[config.mk]
export PLATFORM = sky130hd
export DESIGN_NAME = sc_shiftadd_sequencer
export DESIGN_NICKNAME = d
export VERILOG_FILES = /design/src/rtl/sc_shiftadd_sequencer.sv
export SDC_FILE = /design/constraint.sdc
export NUM_CORES = 1
export LEC_CHECK = 0
export CAP_MARGIN = 15
export CORE_MARGIN = 2
export CORE_UTILIZATION = 48
export CTS_CLUSTER_SIZE = 10
export DETAILED_ROUTE_END_ITERATION = 8
export PLACE_DENSITY = 0.85
export SETUP_SLACK_MARGIN = 0.3
export SLEW_MARGIN = 5
export SYNTH_ARGS = -nofsm -noshare
export SYNTH_HDL_FRONTEND = slang
export SYNTH_SLANG_ARGS = --single-unit
[constraint.sdc]
create_clock -name SC_SHIFTADD_SEQUENCER_CLOCK_50 -period 2.3 [get_ports SC_SHIFTADD_SEQUENCER_CLOCK_50]
set_clock_uncertainty 0.1 [all_clocks]
set_input_delay 0.46 -clock SC_SHIFTADD_SEQUENCER_CLOCK_50 [delete_from_list [all_inputs] [get_ports SC_SHIFTADD_SEQUENCER_CLOCK_50]]
set_output_delay 0.46 -clock SC_SHIFTADD_SEQUENCER_CLOCK_50 [all_outputs]
set_load 0.05 [all_outputs]
[src/rtl/sc_shiftadd_sequencer.sv]
// Microcode sequencer for a shift-and-add multiplier on a register-file datapath.
// RegGEN0 accumulates the product, RegGEN1 holds the multiplicand, RegGEN2 the multiplier.
module sc_shiftadd_sequencer #(
    parameter int unsigned DATAWIDTH_DECODER_SELECTION    = 3,
    parameter int unsigned DATAWIDTH_MUX_SELECTION        = 3,
    parameter int unsigned DATAWIDTH_ALU_SELECTION        = 4,
    parameter int unsigned DATAWIDTH_REGSHIFTER_SELECTION = 2,
    parameter int unsigned ITERATIONS                     = 8,
    parameter int unsigned DATAWIDTH_COUNT                = 4
) (
    input  logic                                      SC_SHIFTADD_SEQUENCER_CLOCK_50,
    input  logic                                      SC_SHIFTADD_SEQUENCER_Reset_InLow,
    input  logic                                      SC_SHIFTADD_SEQUENCER_Start_InHigh,
    input  logic                                      SC_SHIFTADD_SEQUENCER_Abort_InHigh,
    input  logic                                      SC_SHIFTADD_SEQUENCER_Zero_InLow,
    input  logic                                      SC_SHIFTADD_SEQUENCER_LSB_In,
    output logic [DATAWIDTH_DECODER_SELECTION-1:0]    SC_SHIFTADD_SEQUENCER_DecoderSelectionWrite_Out,
    output logic [DATAWIDTH_MUX_SELECTION-1:0]        SC_SHIFTADD_SEQUENCER_MUXSelectionBUSA_Out,
    output logic [DATAWIDTH_MUX_SELECTION-1:0]        SC_SHIFTADD_SEQUENCER_MUXSelectionBUSB_Out,
    output logic [DATAWIDTH_ALU_SELECTION-1:0]        SC_SHIFTADD_SEQUENCER_ALUSelection_Out,
    output logic                                      SC_SHIFTADD_SEQUENCER_RegSHIFTERLoad_OutLow,
    output logic [DATAWIDTH_REGSHIFTER_SELECTION-1:0] SC_SHIFTADD_SEQUENCER_RegSHIFTERShiftSelection_OutLow,
    output logic                                      SC_SHIFTADD_SEQUENCER_Busy_Out,
    output logic                                      SC_SHIFTADD_SEQUENCER_Done_OutHigh
);

    localparam int unsigned DW_DEC = DATAWIDTH_DECODER_SELECTION;
    localparam int unsigned DW_MUX = DATAWIDTH_MUX_SELECTION;
    localparam int unsigned DW_ALU = DATAWIDTH_ALU_SELECTION;
    localparam int unsigned DW_SH  = DATAWIDTH_REGSHIFTER_SELECTION;
    localparam int unsigned DW_CNT = DATAWIDTH_COUNT;

    localparam logic [DW_CNT-1:0] ITER_CNT = DW_CNT'(ITERATIONS);

    localparam logic [DW_DEC-1:0] DEC_NONE = '1;
    localparam logic [DW_DEC-1:0] DEC_R0   = DW_DEC'(0);
    localparam logic [DW_DEC-1:0] DEC_R1   = DW_DEC'(1);
    localparam logic [DW_DEC-1:0] DEC_R2   = DW_DEC'(2);

    localparam logic [DW_MUX-1:0] MUX_NONE = '1;
    localparam logic [DW_MUX-1:0] MUX_R0   = DW_MUX'(0);
    localparam logic [DW_MUX-1:0] MUX_R1   = DW_MUX'(1);
    localparam logic [DW_MUX-1:0] MUX_R2   = DW_MUX'(2);

    localparam logic [DW_ALU-1:0] ALU_IDLE   = '1;
    localparam logic [DW_ALU-1:0] ALU_PASS_A = DW_ALU'(0);
    localparam logic [DW_ALU-1:0] ALU_XOR    = DW_ALU'(4);
    localparam logic [DW_ALU-1:0] ALU_ADD    = DW_ALU'(8);

    localparam logic [DW_SH-1:0] SH_HOLD  = '1;
    localparam logic [DW_SH-1:0] SH_LEFT  = DW_SH'(1);
    localparam logic [DW_SH-1:0] SH_RIGHT = DW_SH'(2);

    typedef enum logic [4:0] {
        S_IDLE  = 5'd0,
        S_CLR_0 = 5'd1,
        S_CLR_1 = 5'd2,
        S_CLR_2 = 5'd3,
        S_TEST  = 5'd4,
        S_ADD_0 = 5'd5,
        S_ADD_1 = 5'd6,
        S_ADD_2 = 5'd7,
        S_SHL_0 = 5'd8,
        S_SHL_1 = 5'd9,
        S_SHL_2 = 5'd10,
        S_SHL_3 = 5'd11,
        S_SHR_0 = 5'd12,
        S_SHR_1 = 5'd13,
        S_SHR_2 = 5'd14,
        S_SHR_3 = 5'd15,
        S_DONE  = 5'd16
    } state_t;

    state_t            state_q, state_d;
    logic [DW_CNT-1:0] cnt_q, cnt_d;

    // State and iteration counter registers.
    always_ff @(posedge SC_SHIFTADD_SEQUENCER_CLOCK_50 or negedge SC_SHIFTADD_SEQUENCER_Reset_InLow) begin
        if (!SC_SHIFTADD_SEQUENCER_Reset_InLow) begin
            state_q <= S_IDLE;
            cnt_q   <= '0;
        end else begin
            state_q <= state_d;
            cnt_q   <= cnt_d;
        end
    end

    // Next-state and counter update; abort overrides every transition out of a busy state.
    always_comb begin
        state_d = state_q;
        cnt_d   = cnt_q;
        case (state_q)
            S_IDLE: begin
                if (SC_SHIFTADD_SEQUENCER_Start_InHigh) begin
                    state_d = S_CLR_0;
                    cnt_d   = '0;
                end
            end
            S_CLR_0: state_d = S_CLR_1;
            S_CLR_1: state_d = S_CLR_2;
            S_CLR_2: state_d = S_TEST;
            S_TEST: begin
                if (!SC_SHIFTADD_SEQUENCER_Zero_InLow || (cnt_q == ITER_CNT)) begin
                    state_d = S_DONE;
                end else if (SC_SHIFTADD_SEQUENCER_LSB_In) begin
                    state_d = S_ADD_0;
                end else begin
                    state_d = S_SHL_0;
                end
            end
            S_ADD_0: state_d = S_ADD_1;
            S_ADD_1: state_d = S_ADD_2;
            S_ADD_2: state_d = S_SHL_0;
            S_SHL_0: state_d = S_SHL_1;
            S_SHL_1: state_d = S_SHL_2;
            S_SHL_2: state_d = S_SHL_3;
            S_SHL_3: state_d = S_SHR_0;
            S_SHR_0: state_d = S_SHR_1;
            S_SHR_1: state_d = S_SHR_2;
            S_SHR_2: state_d = S_SHR_3;
            S_SHR_3: begin
                state_d = S_TEST;
                if (cnt_q != ITER_CNT) begin
                    cnt_d = cnt_q + DW_CNT'(1);
                end
            end
            S_DONE:  state_d = S_IDLE;
            default: state_d = S_IDLE;
        endcase
        if (SC_SHIFTADD_SEQUENCER_Abort_InHigh && (state_q != S_IDLE)) begin
            state_d = S_IDLE;
        end
    end

    // Moore microword decode: idle microword first, then per-state overrides.
    always_comb begin
        SC_SHIFTADD_SEQUENCER_DecoderSelectionWrite_Out      = DEC_NONE;
        SC_SHIFTADD_SEQUENCER_MUXSelectionBUSA_Out           = MUX_NONE;
        SC_SHIFTADD_SEQUENCER_MUXSelectionBUSB_Out           = MUX_NONE;
        SC_SHIFTADD_SEQUENCER_ALUSelection_Out               = ALU_IDLE;
        SC_SHIFTADD_SEQUENCER_RegSHIFTERLoad_OutLow          = 1'b1;
        SC_SHIFTADD_SEQUENCER_RegSHIFTERShiftSelection_OutLow = SH_HOLD;
        SC_SHIFTADD_SEQUENCER_Busy_Out                       = (state_q != S_IDLE);
        SC_SHIFTADD_SEQUENCER_Done_OutHigh                   = 1'b0;
        case (state_q)
            S_CLR_0, S_CLR_1: begin
                SC_SHIFTADD_SEQUENCER_MUXSelectionBUSA_Out = MUX_R0;
                SC_SHIFTADD_SEQUENCER_MUXSelectionBUSB_Out = MUX_R0;
                SC_SHIFTADD_SEQUENCER_ALUSelection_Out     = ALU_XOR;
                SC_SHIFTADD_SEQUENCER_RegSHIFTERLoad_OutLow = (state_q != S_CLR_1);
            end
            S_CLR_2, S_ADD_2: SC_SHIFTADD_SEQUENCER_DecoderSelectionWrite_Out = DEC_R0;
            S_TEST: begin
                SC_SHIFTADD_SEQUENCER_MUXSelectionBUSA_Out = MUX_R2;
                SC_SHIFTADD_SEQUENCER_ALUSelection_Out     = ALU_PASS_A;
            end
            S_ADD_0, S_ADD_1: begin
                SC_SHIFTADD_SEQUENCER_MUXSelectionBUSA_Out = MUX_R0;
                SC_SHIFTADD_SEQUENCER_MUXSelectionBUSB_Out = MUX_R1;
                SC_SHIFTADD_SEQUENCER_ALUSelection_Out     = ALU_ADD;
                SC_SHIFTADD_SEQUENCER_RegSHIFTERLoad_OutLow = (state_q != S_ADD_1);
            end
            S_SHL_0, S_SHL_1: begin
                SC_SHIFTADD_SEQUENCER_MUXSelectionBUSA_Out = MUX_R1;
                SC_SHIFTADD_SEQUENCER_ALUSelection_Out     = ALU_PASS_A;
                SC_SHIFTADD_SEQUENCER_RegSHIFTERLoad_OutLow = (state_q != S_SHL_1);
            end
            S_SHL_2: SC_SHIFTADD_SEQUENCER_RegSHIFTERShiftSelection_OutLow = SH_LEFT;
            S_SHL_3: SC_SHIFTADD_SEQUENCER_DecoderSelectionWrite_Out = DEC_R1;
            S_SHR_0, S_SHR_1: begin
                SC_SHIFTADD_SEQUENCER_MUXSelectionBUSA_Out = MUX_R2;
                SC_SHIFTADD_SEQUENCER_ALUSelection_Out     = ALU_PASS_A;
                SC_SHIFTADD_SEQUENCER_RegSHIFTERLoad_OutLow = (state_q != S_SHR_1);
            end
            S_SHR_2: SC_SHIFTADD_SEQUENCER_RegSHIFTERShiftSelection_OutLow = SH_RIGHT;
            S_SHR_3: SC_SHIFTADD_SEQUENCER_DecoderSelectionWrite_Out = DEC_R2;
            S_DONE:  SC_SHIFTADD_SEQUENCER_Done_OutHigh = 1'b1;
            default: ;
        endcase
    end

endmodule

### Word level (Yosys, flattened, before mapping)

Cells that the tools add are included.

* bits in registers: 9
* output and inout bits: 18
* word-level logic and storage cells: 59

* muxes and demuxes: 15
* $add $sub $neg: 1
* equal/unequal tests: 25
* reductions and logical operators: 16

Operators by type and width (count)
* $pmux W5 S15: 1
* $eq A5 B4 Y1 const B: 8
* $eq A5 B3 Y1 const B: 4
* $pmux W3 S3: 2
* $mux W5: 3
* $mux W4: 3
* $pmux W4 S3: 1
* $reduce_or A2 Y1: 6
* $eq A5 B2 Y1 const B: 2
* $ne A5 B4 Y1 const B: 2
* $pmux W4 S2: 1
* $pmux W3 S2: 1
* $eq A5 B1 Y1 const B: 1
* $eq A5 B5 Y1 const B: 1
* $logic_not A5 Y1: 1
* $ne A5 B2 Y1 const B: 1
* $ne A5 B3 Y1 const B: 1
* $reduce_bool A5 Y1: 1
* $reduce_or A5 Y1: 1
* $add A4 B1 Y4 const B: 1
* $eq A4 B4 Y1 const B: 1
* $ne A2 B2 Y1 const B: 2
* $ne A4 B4 Y1 const B: 1
* $pmux W1 S4: 1
* other kinds (10): 10

### Logic depth before layout (Yosys ltp)

* word-level depth: 5
* depth in mapped cells: 6
* mapped depth without buffers: 6

### Worst setup path after synthesis

OpenSTA, ideal clock, no wires.

* kind: register -> output
* start point: reg state_q[4]
* end point: out SC_SHIFTADD_SEQUENCER_DecoderSelectionWrite_Out[1]
* data arrival time: 1.787 ns
* cell stages (with the launch flop): 3
* data required time: 1.740 ns
* buffers on the path: 0
* path slack: -0.047 ns
* path through: dfrtp_1 nand3b_2 o21ai_0

* word-level cells in the longest chain between the ends: 3

RTL lines
* start: declaration: line 74 `state_t state_q, state_d;`
* start signal: assignment: line 83 `state_q <= state_d;`
* $eq A5 B3 Y1 / $eq A5 B2 Y1 (equally long branches): line 145 `case (state_q)`
* $reduce_or A2 Y1: line 145
* $pmux W3 S3 *: line 145
* end: declaration: line 17 `output logic [DATAWIDTH_DECODER_SELECTION-1:0] SC_SHIFTADD_SEQUENCER_DecoderSelectionWrite_Out,`

Every way passes the cells marked *; elsewhere a longest branch is shown, timed or not.

### Worst setup path after layout

* start point: reg state_q[1]
* end point: out SC_SHIFTADD_SEQUENCER_RegSHIFTERLoad_OutLow

* word-level cells in the longest chain between the ends: 3

RTL lines
* $eq A5 B4 Y1, or another cell as far along: line 145
* $reduce_or A2 Y1 (on tied branches)
* $pmux W1 S4 *: line 145
* end: declaration: line 21 `output logic SC_SHIFTADD_SEQUENCER_RegSHIFTERLoad_OutLow,`

Marked as above.

==> results.py <==
metrics = {
    "critical_path": {
        "path_buf_inv": 2,
        "cp_top_family": "flip-flops",
        "cp.depth": 4,
        "endpoint": "SC_SHIFTADD_SEQUENCER_RegSHIFTERLoad_OutLow",
        "critPathMaxFanout": 8,
        "r2r_setup_slack_ns": 0.56,
        "slowest_stage": "dfrtp_2",
        "arrival_ns": 1.60,
        "max_stage_delay_ns": 0.47,
        "reg2reg_depth": 5,
        "end_kind": "output pin",
        "r2r_end": "state_q[4]",
        "cpMostUsedCell": "buf_6",
        "required_ns": 1.74,
        "cp_cell_sequence": "buf_6 > or3_1 > a21o_1 > buf_6",
        "startpoint": "state_q[1]",
        "start_kind": "flop",
        "worst_r2r_startpoint": "state_q[1]",
        "path_class": "reg -> out",
    },
    "grt": {
        "gr-total-overflow": 0,
        "grt_max_degree": 11,
        "grtUsageMet2_pct": 53.1,
        "grt_usage_pct": 30.1,
        "use_met3_pct": 10.0,
        "grt_first_pass_wirelength_mm": 4.06,
        "grt_pass1_vias": 860,
        "met1_usage_pct": 30.7,
        "busiest_layer": "met2",
        "antenna_found_initial": 0,
    },
    "placed_design": {
        "dp_hpwl_mm": 1.54,
        "placed_cells": 129,
        "dpl_worst_slack_ns": 0.274,
        "gp_congestion": 0.768,
        "port_buffers": 23,
        "place_area_mm2": 0.00109,
    },
    "route": {
        "wire_per_inst_um": 21.4,
        "dr.pass1.iters": 4,
        "vias": 942,
        "drtIter0Drc": 53,
        "totalWireLength_mm": 3.15,
        "antenna_left": 0,
        "drc": 0,
        "viasPerCell": 6.41,
    },
    "final_layout": {
        "fin_nets": 140,
        "drive_above_1_share_pct": 49.6,
        "layout_commonest_cell": "buf_4",
        "mostFrequentLayoutCells": "buf_4 (19), buf_12 (11), inv_1 (7), nand2_1 (7), buf_6 (6)",
        "final_cells": 147,
        "area_growth_pct": 75.5,
        "fin_area_mm2": 0.00132,
        "antenna_cells": 0,
    },
    "synthesis": {
        "synth_compound_area_share_pct": 14.9,
        "synth_top_family_by_area": "simple AND/OR/NAND/NOR gates",
        "synth_cell_types": 36,
        "synth_fa_ha_area_share_pct": 3.34,
        "synth_seq_area_share_pct": 30.1,
        "ys_warn_count": 0,
        "synth_xor_area_share_pct": 3.51,
        "synth-simple-area-share_pct": 34.7,
        "synth_area_um2": 749,
        "syn_nets": 101,
        "avgSynthCellArea_um2": 8.06,
        "netlist_instances": 93,
        "ys_ff_latch": 9,
        "synthMuxAreaShare_pct": 4.01,
    },
    "run": {
        "maxCapViolations": 0,
    },
    "sta": {
        "tightestPinTransition_ns": 0.415,
        "fmaxAchievable_mhz": 462,
        "setup_violations": 0,
        "setup-tns-final_ns": 0,
        "report.final.slew_viol_count": 0,
        "fin_crit_sh_pct": 94.1,
        "hold_viol": 0,
        "rsz0062_at_grt": "yes",
        "min_period_ns": 2.16,
        "max_slew_margin_pct": 72.3,
        "setup_ws_ns": 0.136,
    },
    "floorplanning": {
        "pin_count": 24,
        "core_area_mm2": 0.00149,
        "start_util_pct": 50.3,
        "die-area_mm2": 0.00189,
        "rows": 14,
        "die_h_um": 43.5,
        "die_w_um": 43.5,
    },
    "clock_network": {
        "clock_latency_ns": 0.27,
        "clk_path_buf_depth": 2,
        "cts_tree": "built",
        "h-tree-depth": 1,
        "cts_made_buffers": 3,
        "cts_sinks": 9,
        "cts.clk_slew.worst_paths_ns": 0.08,
        "cts_hold_buffers": 0,
        "ctsRootBufferMaster": "clkbuf_4",
    },
    "outcome": {
        "status": "finished, final reports clean",
    },
    "min_path": {
        "hold_path.class": "in -> async",
    },
    "pwr": {
        "p_per_area_mw_per_mm2": 1550,
        "leakage_nw": 0.635,
        "ir_drop_mv": 0.910,
    },
}
## sequential cells by signal, summed over array words and instances (netlist names)
| name | count |
|---|---|
| cnt_q | 4 |
| state_q | 5 |
## kinds of logic (layout without fill, tap and decap cells)
kind of cell | Yosys count | after routing
and+or+nand+nor | 45 | 45
AOI/OAI and AO/OA | 17 | 17
buffers and inverters | 14 | 52
DFF | 9 | 9
xor gates and xnor gates | 3 | 3
muxes | 3 | 3
adders and majority gates | 2 | 2
## where the power goes
group | switching (mW) | internal [mW]
clock | 0.0656 | 0.0643
combinational | 0.938 | 0.751
sequential | 0.0367 | 0.178
total | 1.04 | 0.994
## synthesized netlist by cell type (all sizes together)
master	count	share of area, %
inv	7	3.5
nor3	3	3.3
and2	2	1.7
a21oi	4	2.7
nand3	6	4.7
or3	6	5.0
o22ai	1	0.84
o32a	1	1.3
or2	2	1.7
nor2b	3	3.5
ha	2	3.3
o31a	1	1.2
nand3b	2	2.5
nor3b	1	1.0
o21a	2	2.0
clkbuf	1	0.50
o21ai	4	2.7
nand2b	2	1.7
dfrtp	9	30
mux2i	3	4.0
xnor2	2	2.3
o21bai	1	1.0
nand2	9	4.5
nor4	1	0.84
a211o	1	1.2
nor2	8	4.3
a21o	2	2.0
xor2	1	1.2
buf	6	5.5
## what timing repair did
item / CTS / global route
pin swaps: 4 / 3
setup endpoints to repair: 16 / 17
setup buffers: 13 / 1
resized for setup: 18 / 9
## cell type report
type | instances | area, um2
multi-input cells | 70 | 531
repair buffers | 41 | 480
flip-flops and latches | 9 | 230
fillers | 51 | 174
inverters | 7 | 26.3
clock buffers | 3 | 22.5
well taps | 16 | 20.0
clock inverters | 1 | 5.00
## metal layers
layer / routed length, um / up-vias
met4: 225 / 0
met1: 1120 / 437
met5: 0 / -
met3: 295 / 26
met2: 1510 / 87
li1: - / 392
## how the worst min path moves through the flow
stage	start	endpoint	slack, ns	cells past startpoint
after CTS	SC_SHIFTADD_SEQUENCER_Reset_InLow	cnt_q[3]	0.39	1
after detailed placement	cnt_q[2]	cnt_q[2]	0.40	1
after global routing	SC_SHIFTADD_SEQUENCER_Reset_InLow	state_q[1]	0.40	1
after global placement	cnt_q[2]	cnt_q[2]	0.38	1
after floorplan	SC_SHIFTADD_SEQUENCER_Reset_InLow	cnt_q[0]	0.06	0
final	SC_SHIFTADD_SEQUENCER_Reset_InLow	state_q[1]	0.38	1
## stage by stage
| step | hold slack, ns | utilization [%] | total power, mW |
|---|---|---|---|
| 2_1_floorplan | 0.0644 | - | 1.09 |
| 3_3_place_gp | 0.381 | 73.3 | 1.66 |
| 3_5_place_dp | 0.403 | 73.3 | 1.69 |
| 4_1_cts | 0.388 | 85.5 | 1.95 |
| 5_1_grt | 0.404 | 88.3 | 2.09 |
| 6_report | 0.379 | 88.3 | 2.03 |
(Power assumes the default switching activity.)
==> patch: new RTL, same settings <==
Change the parameter `DATAWIDTH_ALU_SELECTION` from 4 to 5.
--- a/src/rtl/sc_shiftadd_sequencer.sv
+++ b/src/rtl/sc_shiftadd_sequencer.sv
@@ -5,3 +5,3 @@
     parameter int unsigned DATAWIDTH_MUX_SELECTION        = 3,
-    parameter int unsigned DATAWIDTH_ALU_SELECTION        = 4,
+    parameter int unsigned DATAWIDTH_ALU_SELECTION        = 5,
     parameter int unsigned DATAWIDTH_REGSHIFTER_SELECTION = 2,
Ports: changed (resized SC_SHIFTADD_SEQUENCER_ALUSelection_Out); port bits go from 24 to 25. The function was not compared with the original's and may differ.
==> patch against the original RTL <==
- cell count stayed put
- power grew 7.5%
- synthesized cell count rose by 1.1%
- non-clock buffer count is the same
- worst setup slack worse by 0.039 ns
- routed wire length shrank 1.7%
- sequential power up 4%
- sequential cell count stayed put
- area after synthesis increased by 1.0%
- core utilization increased by 0.50 points
- critical path type unchanged
- first-iteration DRC count up 3.8%
- global-route usage decreased by 4.1 points
- cell area rose by 0.57%
==> patch: results (changes against the original RTL) <==
[outcome]
status=finished clean

[power]
p_int_mw=1.050  ; +5.7%
leakagePower_nw=0.6357  ; about the same
combPwrFrac=0.840  ; +0.010
vdd_drop_max_uv=1146  ; +26%
switching_share=0.5196  ; +0.008343

[setup_path]
cp_slowest_stage_delay_ns=0.49  ; +0.02 ns
cp_max_fo=7  ; -1
reg2reg_slack_ns=0.44  ; -0.12 ns
cp.arrival_ns=1.64  ; +0.04 ns
crit_family=flip-flops
reg2reg_depth=6  ; +1

[timing]
tightestPinTransition_ns=0.4225  ; +0.007569 ns
worst_hold_slack_ns=0.3894  ; +0.01050 ns
clock.fmax_ghz=0.4539  ; -1.8%

[clocking]
cts.repair.resized=17  ; -1
cts_buffer_depth=2  ; unchanged
clk_pin_slew_ns=0.06  ; -0.02 ns
cts-root-buf=clkbuf_4
cts_setup_buffers=8  ; -5

[yosys]
ys_types=36  ; unchanged
yosysWarnings=0  ; unchanged
syn_area_per_cell_um2=8.053  ; about the same
synth_area_leaders=dfrtp_1 (30%), or3_1 (5.0%), nand2_1 (4.5%), mux2i_1 (4.0%), inv_1 (3.5%)
synth_nets=102  ; +0.99%
seq_area_frac_synth=0.2975  ; -0.002980

[global_routing]
grt_util_all_layers=0.2603  ; -0.04061
grt_first_pass_wirelength_um=3643  ; -10%
grt_max_degree=15  ; +4
grt_pass1_vias=819  ; -4.8%

[drt]
avgViaCountPerCell=6.340  ; -1.1%
firstDrtPassIters=5  ; +1
vias=932  ; -1.1%
postRouteWirelength_um=3098  ; -1.7%
drt-initial-drc-count=55  ; +3.8%

[cells_and_area]
diodes=0  ; unchanged
drive_gt1_frac=0.4733  ; -0.02290

[place]
place_worst_setup_slack_ns=0.3087  ; +0.03489 ns
dp.cells=128  ; -0.78%
placed_cell_area_um2=1096  ; +0.46%
place_hpwl_um=1362  ; -11%
gp_congestion=0.8069  ; +5.0%
port_buffers=24  ; +4.3%

[hold_path]
hp-class=in2async

-- patch: cell count changes after synthesis --
| cell | before | now |
|---|---|---|
| buf_4 | 2 | 3 |
-- patch: final timing paths --
kind                                                                     start                                            end
worst min register to register                                        cnt_q[2]                                       cnt_q[2]
max in group asynchronous                    SC_SHIFTADD_SEQUENCER_Reset_InLow                                     state_q[4]
worst min-delay path                         SC_SHIFTADD_SEQUENCER_Reset_InLow                                       cnt_q[2]
min in group SC_SHIFTADD_SEQUENCER_CLOCK_50                           cnt_q[2]                                       cnt_q[2]
worst max-delay path                                                state_q[1]  SC_SHIFTADD_SEQUENCER_MUXSelectionBUSA_Out[1]
worst max register to register                                      state_q[3]                                     state_q[2]
-- patch: layout make-up --
| type | instances | area (um^2) |
|---|---|---|
| repair buffers | 41 | 483.0 |
| flip-flops and latches | 9 | 231.5 |
| well taps | 16 | 20.02 |
| fillers | 71 | 166.4 |
| multi-input cells | 70 | 535.5 |
| inverters | 7 | 26.28 |
| clock buffers | 4 | 26.28 |
-- patch: kinds of logic (layout without fill, tap and decap cells) --
kind of cell / Yosys count / count (layout) / share of synthesized area
buf+inv: 15 / 52 / 0.1041
xor+xnor: 3 / 3 / 0.03472
simple gates: 45 / 45 / 0.3438
fa+ha+maj: 2 / 2 / 0.03305
mux: 3 / 3 / 0.03967
flops: 9 / 9 / 0.2975
compound gates: 17 / 17 / 0.1471
-- patch: metal layers --
metal,track usage,up-vias,wire length (um)
met5,0,-,0
met4,0.2061,0,129
met3,0.03333,20,338
met2,0.4471,88,1555
met1,0.2842,433,1074
li1,-,391,-
-- patch: worst reg2reg max path: stages, from the launching register on --
cell     delay [ns]
dfrtp_2        0.47
buf_4          0.18
nor2_4         0.19
buf_4          0.15
nand3_2        0.08
or3_1          0.40
a21oi_1        0.20
